===== src/rtl/timer_rw_control.sv =====
// ---------------------------------------------------------------------------
// timer_rw_control
// Bus interface and control-word logic for a three-counter 8253-style timer.
// Decodes CPU strobes, stores per-counter control words, sequences LSB/MSB
// byte loads and reads, handles counter-latch commands and drives the
// registered read bus.
//
// Ports
//   clk        system clock, bus pins sampled on the rising edge
//   reset_n    asynchronous active-low reset
//   cs_n       chip select (active low)
//   rd_n       read strobe (active low)
//   wr_n       write strobe (active low)
//   a          address: 0..2 counter, 3 control word
//   din        write data
//   dout       read data (registered)
//   dout_oe    read data drive enable (registered)
//   cnt_value  live counts, counter i at [i*CNT_W +: CNT_W]
//   ctrl_word  per-counter {RW1,RW0,M2,M1,M0,BCD}, counter i at [i*6 +: 6]
//   cw_load    one-cycle pulse: control word stored for counter i
//   cnt_wr     one-cycle pulse: count byte written to counter i
//   cnt_byte   byte carried with cnt_wr
//   cnt_msb    with cnt_wr: 0 = LSB, 1 = MSB
//   load_done  one-cycle pulse: full initial count written to counter i
// ---------------------------------------------------------------------------
module timer_rw_control #(
    parameter int unsigned NUM_CNT = 3,
    parameter int unsigned CNT_W   = 16
) (
    input  logic                     clk,
    input  logic                     reset_n,
    input  logic                     cs_n,
    input  logic                     rd_n,
    input  logic                     wr_n,
    input  logic [1:0]               a,
    input  logic [7:0]               din,
    output logic [7:0]               dout,
    output logic                     dout_oe,
    input  logic [NUM_CNT*CNT_W-1:0] cnt_value,
    output logic [NUM_CNT*6-1:0]     ctrl_word,
    output logic [NUM_CNT-1:0]       cw_load,
    output logic [NUM_CNT-1:0]       cnt_wr,
    output logic [7:0]               cnt_byte,
    output logic                     cnt_msb,
    output logic [NUM_CNT-1:0]       load_done
);

    localparam int unsigned CW_W     = 6;
    localparam logic [5:0]  CW_RESET = 6'b110000;
    localparam logic [1:0]  RW_LATCH = 2'b00;
    localparam logic [1:0]  RW_LSB   = 2'b01;
    localparam logic [1:0]  RW_MSB   = 2'b10;
    localparam logic [1:0]  RW_BOTH  = 2'b11;
    localparam logic [1:0]  A_CTRL   = 2'b11;

    // State and registered outputs
    logic [NUM_CNT*CW_W-1:0]         ctrl_word_q, ctrl_word_d;
    logic [NUM_CNT-1:0]              wr_ff_q, wr_ff_d;
    logic [NUM_CNT-1:0]              rd_ff_q, rd_ff_d;
    logic [NUM_CNT-1:0]              latched_q, latched_d;
    logic [NUM_CNT-1:0][CNT_W-1:0]   latch_reg_q, latch_reg_d;
    logic                            wr_hi_q, wr_hi_d;
    logic                            rd_lo_q, rd_lo_d;
    logic [NUM_CNT-1:0]              cw_load_q, cw_load_d;
    logic [NUM_CNT-1:0]              cnt_wr_q, cnt_wr_d;
    logic [NUM_CNT-1:0]              load_done_q, load_done_d;
    logic [7:0]                      cnt_byte_q, cnt_byte_d;
    logic                            cnt_msb_q, cnt_msb_d;
    logic [7:0]                      dout_q, dout_d;
    logic                            dout_oe_q, dout_oe_d;

    logic wr_edge_c;
    logic rd_end_c;
    logic rd_active_c;

    // Byte selected by a counter's RW field and its LSB/MSB flip-flop
    function automatic logic msb_sel(input logic [1:0] rw, input logic ff);
        logic r;
        case (rw)
            RW_LSB:  r = 1'b0;
            RW_MSB:  r = 1'b1;
            RW_BOTH: r = ff;
            default: r = 1'b0;
        endcase
        return r;
    endfunction

    // Strobe qualification. The history flops reset to "inactive" so a strobe
    // already low at reset release cannot produce an edge. A read end is
    // blocked while wr_n is low so a read and a write never complete together.
    assign wr_edge_c   = wr_hi_q & ~wr_n & ~cs_n & rd_n;
    assign rd_end_c    = rd_lo_q & rd_n & ~cs_n & wr_n;
    assign rd_active_c = ~cs_n & ~rd_n & wr_n;

    // Next-state and output logic
    always_comb begin : next_state
        logic [1:0]       rw;
        logic [CNT_W-1:0] src;
        logic             sel;

        rw          = 2'b00;
        src         = '0;
        sel         = 1'b0;
        ctrl_word_d = ctrl_word_q;
        wr_ff_d     = wr_ff_q;
        rd_ff_d     = rd_ff_q;
        latched_d   = latched_q;
        latch_reg_d = latch_reg_q;
        wr_hi_d     = wr_n;
        rd_lo_d     = ~rd_n;
        cw_load_d   = '0;
        cnt_wr_d    = '0;
        load_done_d = '0;
        cnt_byte_d  = cnt_byte_q;
        cnt_msb_d   = cnt_msb_q;
        dout_d      = 8'h00;
        dout_oe_d   = 1'b0;

        // Read bus: live source tracks cnt_value every cycle unless latched
        if (rd_active_c && (a != A_CTRL)) begin
            for (int i = 0; i < NUM_CNT; i++) begin
                if (a == 2'(i)) begin
                    rw        = ctrl_word_q[i*CW_W+4 +: 2];
                    src       = latched_q[i] ? latch_reg_q[i] : cnt_value[i*CNT_W +: CNT_W];
                    sel       = msb_sel(rw, rd_ff_q[i]);
                    dout_d    = sel ? src[8 +: 8] : src[0 +: 8];
                    dout_oe_d = 1'b1;
                end
            end
        end

        // Write edge: control word / latch command or count byte
        if (wr_edge_c) begin
            if (a == A_CTRL) begin
                for (int i = 0; i < NUM_CNT; i++) begin
                    if (din[7:6] == 2'(i)) begin
                        if (din[5:4] == RW_LATCH) begin
                            if (!latched_q[i]) begin
                                latch_reg_d[i] = cnt_value[i*CNT_W +: CNT_W];
                                latched_d[i]   = 1'b1;
                            end
                        end else begin
                            ctrl_word_d[i*CW_W +: CW_W] = din[5:0];
                            cw_load_d[i]                = 1'b1;
                            wr_ff_d[i]                  = 1'b0;
                            rd_ff_d[i]                  = 1'b0;
                            latched_d[i]                = 1'b0;
                        end
                    end
                end
            end else begin
                for (int i = 0; i < NUM_CNT; i++) begin
                    if (a == 2'(i)) begin
                        rw          = ctrl_word_q[i*CW_W+4 +: 2];
                        sel         = msb_sel(rw, wr_ff_q[i]);
                        cnt_wr_d[i] = 1'b1;
                        cnt_byte_d  = din;
                        cnt_msb_d   = sel;
                        if (rw == RW_BOTH) begin
                            wr_ff_d[i]     = ~wr_ff_q[i];
                            load_done_d[i] = wr_ff_q[i];
                        end else begin
                            load_done_d[i] = 1'b1;
                        end
                    end
                end
            end
        end

        // Read end: advance byte pointer and release the latch
        if (rd_end_c && (a != A_CTRL)) begin
            for (int i = 0; i < NUM_CNT; i++) begin
                if (a == 2'(i)) begin
                    rw = ctrl_word_q[i*CW_W+4 +: 2];
                    if (rw == RW_BOTH) begin
                        rd_ff_d[i] = ~rd_ff_q[i];
                        if (rd_ff_q[i]) begin
                            latched_d[i] = 1'b0;
                        end
                    end else begin
                        latched_d[i] = 1'b0;
                    end
                end
            end
        end
    end

    // State register
    always_ff @(posedge clk or negedge reset_n) begin
        if (!reset_n) begin
            ctrl_word_q <= {NUM_CNT{CW_RESET}};
            wr_ff_q     <= '0;
            rd_ff_q     <= '0;
            latched_q   <= '0;
            latch_reg_q <= '0;
            wr_hi_q     <= 1'b0;
            rd_lo_q     <= 1'b0;
            cw_load_q   <= '0;
            cnt_wr_q    <= '0;
            load_done_q <= '0;
            cnt_byte_q  <= 8'h00;
            cnt_msb_q   <= 1'b0;
            dout_q      <= 8'h00;
            dout_oe_q   <= 1'b0;
        end else begin
            ctrl_word_q <= ctrl_word_d;
            wr_ff_q     <= wr_ff_d;
            rd_ff_q     <= rd_ff_d;
            latched_q   <= latched_d;
            latch_reg_q <= latch_reg_d;
            wr_hi_q     <= wr_hi_d;
            rd_lo_q     <= rd_lo_d;
            cw_load_q   <= cw_load_d;
            cnt_wr_q    <= cnt_wr_d;
            load_done_q <= load_done_d;
            cnt_byte_q  <= cnt_byte_d;
            cnt_msb_q   <= cnt_msb_d;
            dout_q      <= dout_d;
            dout_oe_q   <= dout_oe_d;
        end
    end

    assign ctrl_word = ctrl_word_q;
    assign cw_load   = cw_load_q;
    assign cnt_wr    = cnt_wr_q;
    assign load_done = load_done_q;
    assign cnt_byte  = cnt_byte_q;
    assign cnt_msb   = cnt_msb_q;
    assign dout      = dout_q;
    assign dout_oe   = dout_oe_q;

endmodule


===== config.mk =====
export PLATFORM = sky130hd
export DESIGN_NAME = timer_rw_control
export DESIGN_NICKNAME = d
export VERILOG_FILES = /design/src/rtl/timer_rw_control.sv
export SDC_FILE = /design/constraint.sdc
export NUM_CORES = 1
export LEC_CHECK = 0
export BUFFER_PORTS_ARGS = -buffer_cell sky130_fd_sc_hd__clkbuf_2
export CAP_MARGIN = 20
export CORE_MARGIN = 2
export CORE_UTILIZATION = 59
export DETAILED_ROUTE_END_ITERATION = 16
export GPL_ROUTABILITY_DRIVEN = 0
export PLACE_DENSITY = 0.85
export SETUP_SLACK_MARGIN = 0.02
export SYNTH_ARGS = -nofsm -noshare
export SYNTH_HDL_FRONTEND = slang
export SYNTH_SLANG_ARGS = --single-unit

===== constraint.sdc =====
create_clock -name clk -period 3.05 [get_ports clk]
set_input_delay 0.915 -clock clk [delete_from_list [all_inputs] [get_ports clk]]
set_output_delay 0.915 -clock clk [all_outputs]
set_load 0.1 [all_outputs]

* Yosys cells after proc, flatten, opt, wreduce, memory -nomap -nowiden
Index checks and enable logic that the tools add are counted.
** Word-level totals
- Flip-flop bits (word level) :: 104
- Logic and storage cells :: 169
- Memories kept :: 0
- ROM bits :: 0
- Bits in latches :: 0
- RAM bits :: 0
** Cells by class
- Multiply operators :: 0
- $add $sub $neg :: 0
- Magnitude comparators :: 0
- Reductions and logical operators :: 22
- Shift-type cells :: 0
- Bitwise logic cells :: 19
- Equality and inequality tests :: 16
- Mux-type cells :: 92
- Divide/modulo/power cells :: 0
** Operators with widths (count)
- two-way mux 8 bit :: 10
- two-way mux 1 bit :: 60
- two-way mux 16 bit :: 3
- two-way mux 3 bit :: 13
- AND reduction 4 bit :: 6
- == test 2 bit (second input constant) :: 9
- AND reduction 5 bit :: 3
- one-hot mux 1 bit (2 select lines) :: 6
- nonzero test 2 bit :: 6
- NOT 1 bit :: 11
- bitwise AND 1 bit :: 8
- zero test 2 bit :: 3
- != test 2 x 1 -> 1 bit (second input constant) :: 3
- == test 2 x 1 -> 1 bit (second input constant) :: 2
- != test 2 bit (second input constant) :: 2
- AND reduction 3 bit :: 1
- nonzero test 3 bit :: 1
- logical AND 1 bit :: 2

* Longest topological paths before layout
- Depth in word-level cells :: 10
- Gate-level depth with buffers :: 7
- Gate-level depth less buffers :: 6

* Least setup slack after synthesis
Ideal clock, no wire load.
- Path type :: input-to-reg
- Start point :: input cs_n
- End point :: register latch_reg_q[0] (netlist name)
- Arrival time :: 2378 ps
- Data required time :: 2925 ps
- Stages on the path :: 7
- Path slack :: 547 ps
- Cells stage by stage :: and4bb_1 buf_6 nand3_2 or4_1 buf_6 buf_6 mux2_4
** Between the ends
- Word-level cells in the longest chain between the ends :: 4
** Ends and longest elaborated chain
- from (decl) :: line 32 : input logic cs_n,
- NOT 1 bit :: line 91 : assign wr_edge_c = wr_hi_q & ~wr_n & ~cs_n & rd_n;
- bitwise AND 1 bit (2 in series) :: line 91
- AND reduction 4 bit (no source line)
- to (signal assigned) :: line 210 : latch_reg_q <= latch_reg_d;
- to (decl) :: line 61 : logic [NUM_CNT-1:0][CNT_W-1:0] latch_reg_q, latch_reg_d;
Every way passes these cells.
A chain may end at the register's enable or synchronous reset.

* Worst setup path in the final report
- Start point :: register ctrl_word_q[5] (netlist: ctrl_word[5])
- End point :: output ctrl_word[5]
** RTL lines
- from (decl) :: line 57 : logic [NUM_CNT*CW_W-1:0] ctrl_word_q, ctrl_word_d;
- from (signal assigned) :: line 191 : ctrl_word_q <= {NUM_CNT{CW_RESET}};
- from (signal assigned) :: line 206 : ctrl_word_q <= ctrl_word_d;
- to (decl) :: line 40 : output logic [NUM_CNT*6-1:0] ctrl_word,
No word-level cell between the ends.

==> results.cfg <==
[run_status]
outcome = finished, final reports clean

[global_route]
grt.overflow.total = 0
grtUsageMet1 = 0.360
grt.total_usage = 0.269
antenna_found_initial = 0
grt_util_met3 = 0.0730
grtUsageMet2 = 0.433
grt_max_degree = 54
grt_pass1_vias = 4122
grt_pass1_wl_um = 20600
grt-busiest-layer = met2

[critical_path]
rr_startpoint = ctrl_word[10]
critPathMaxFanout = 13
cp_top_family = flip-flops
cp.depth = 1
r2r_cells = 4
r2r-end = dout[6]
endpoint_kind = primary output
crit_arrival_ps = 1590
crit_buf_inv = 1
crit_chain = clkbuf_2
required_ps = 2130
criticalPathCategory = reg2out
reg2reg_slack_ps = 810
critPathMaxStageDelay_ps = 710
startpoint = ctrl_word[5]
critPathSlowestCell = dfstp_2
start_kind = flop

[synth]
synth_edf_count = 0
synth-seq-cells = 104
synth.area.top_cells = dfrtp_1 (46%), mux2_4 (7.9%), mux2_2 (6.2%)
synth_top_family_by_area = multiplexers
synth-simple-area-share = 0.142
synth_top_cell_by_area = dfrtp_1
ys_async_sr_fraction = 1.00
synth_cell_types = 53
ys_warn_count = 0
postSynthAreaPerCell_um2 = 11.7
yosysTopAreaCellShare = 0.463
synth-xor-area-share = 0
synth.area.mux_share = 0.195
syn_inst = 453
synth_compound_area_frac = 0.115
seq_area_frac_synth = 0.493
synth_flop_cell = dfrtp_1
synth_fa_ha_area_frac = 0.0142
syn-num-nets = 522
synth_area_mm2 = 0.00529

[min_path]
min_path_type = reg2reg
hold_path_startpoint = cnt_byte[5]
worstHoldPathCells = 2
holdPathEnd = cnt_byte[5]

[routing]
antenna_left = 0
drtIter0Drc = 281
vias_per_cell = 5.87
drt_first_pass_iters = 5
avgRoutedWirePerCell_um = 18.8
vias = 3918
drc = 0
finalWirelength_um = 12500

[final_layout]
antenna_cells = 0
area_delta_synth_final_pct = 15.9
final_nets = 623
final_util = 0.704
layout.cells.non_filler = 667
final_area_mm2 = 0.00614
drive_gt1_frac = 0.383

[clocking]
clkTransAtPathRegs_ps = 110
clk_latency_ps = 380
clock_path_buffers = 2
cts_tree = done
htree_levels = 3
cts_made_buffers = 9
postCtsHoldBufs = 0
cts_sinks = 104
postCtsResizedCells = 0
cts_setup_buffers = 0
cts_root_buf = clkbuf_8

[sta]
setup_viol = 0
worst-slew-pin-transition_ps = 877
final_hold_viol_count = 0
rsz0062_at_grt = no
min_period_over_period = 0.823
max_freq_mhz = 399
slew_headroom = 0.415
fin_skew_ps = 15.7
setup_tns_ps = 0
slew_viol_final = 0
period_minus_slack_ps = 2510

[pwr]
leakagePower_nw = 3.23
power.total_w = 0.00315
max-vdd-ir-drop_uv = 473
power_density_mw_per_mm2 = 513

[placement]
dp_cells = 651
placed_cell_area_mm2 = 0.00591
dp_hpwl_um = 9040
portBuffers = 107

[floorplanning]
die_area_mm2 = 0.00974
initial_core_util = 0.607
core-area_mm2 = 0.00872
io_pins = 108
die_w_um = 98.7
die_y_um = 98.7
rows = 34

[flow_run]
max_cap_violations = 0
==> layout by cell type (no fill, tap or decap), types with 3 or more instances in the layout <==
cell | Yosys | final
nand2_1 | 65 | 65
a211oi_1 | 15 | 15
nor2_1 | 9 | 9
mux2i_1 | 5 | 5
clkbuf_8 | 0 | 9
nand2b_1 | 33 | 33
buf_4 | 1 | 12
inv_6 | 0 | 3
and2_1 | 3 | 3
nor2b_1 | 5 | 5
mux2_4 | 28 | 28
o211ai_1 | 3 | 3
and3_1 | 3 | 3
mux2_2 | 29 | 29
mux4_2 | 9 | 9
a21oi_1 | 3 | 3
dfstp_2 | 6 | 6
clkbuf_2 | 0 | 106
o31ai_1 | 3 | 3
inv_1 | 15 | 15
o21a_1 | 14 | 14
dfrtp_1 | 98 | 98
a211o_1 | 7 | 7
a22oi_1 | 15 | 15
o21ai_0 | 8 | 8
mux2_1 | 3 | 3
ha_1 | 6 | 6
nand4_1 | 5 | 5
a22o_1 | 5 | 5
==> cells in the mapped netlist (all sizes together) (9+ instances only) <==
cell type,number
dfrtp,98
nand2,65
mux2,60
nand2b,33
clkbuf,19
a211oi,15
a22oi,15
inv,15
o21a,14
buf,10
mux4,9
nor2,9
o21ai,9
==> where the power goes <==
group / internal, W / switching [W] / total [W] / leakage, nW
logic: 0.000182 / 0.000521 / 0.000703 / 1.74
clock network: 0.000403 / 0.000524 / 0.000927 / 0.110
registers: 0.00145 / 0.0000662 / 0.00151 / 1.38
total: 0.00203 / 0.00111 / 0.00315 / 3.23
==> kinds of logic (layout without fill, tap and decap cells) <==
group           Yosys count  count (layout)
buf+inv                  45             151
compound gates           81              81
flops                   104             104
simple gates            143             143
fa+ha+maj                 6               6
mux                      74              74
==> registers in the layout, summed over array words and instances, names as in the netlist, 8 cells and up <==
| name | count |
|---|---|
| latch_reg_q | 48 |
| ctrl_word | 18 |
| cnt_byte | 8 |
| dout | 8 |
==> metal layers <==
metal	vias up	share of wire
met5	-	0
met4	0	0.019
met3	25	0.054
met2	141	0.50
met1	1947	0.43
li1	1805	-
==> final cells by class <==
cell class / count / area, um^2
sequential: 104 / 2610
timing repair buffer: 119 / 641
inverter: 16 / 60.1
tap: 108 / 135
clock inverter: 7 / 97.6
fill: 604 / 2580
clock buffer: 9 / 124
multi-input combinational: 304 / 2470
==> metrics by stage <==
| stage | setup WS, ps | hold WS, ps |
|---|---|---|
| global route | 416 | 525 |
| global placement | 315 | 459 |
| finish | 541 | 486 |
| detailed placement | 163 | 462 |
| floorplan | 547 | 465 |
| CTS | 538 | 490 |
==> worst max-delay path by stage <==
stage / to / slack, ps
3_3_place_gp: dout[6] / 310
6_report: ctrl_word[5] / 540
2_1_floorplan: latch_reg_q[0] / 550
5_1_grt: dout[5] / 420
3_5_place_dp: dout[6] / 160
4_1_cts: ctrl_word[5] / 540
No activity file was read; power rests on OpenSTA's default activity.
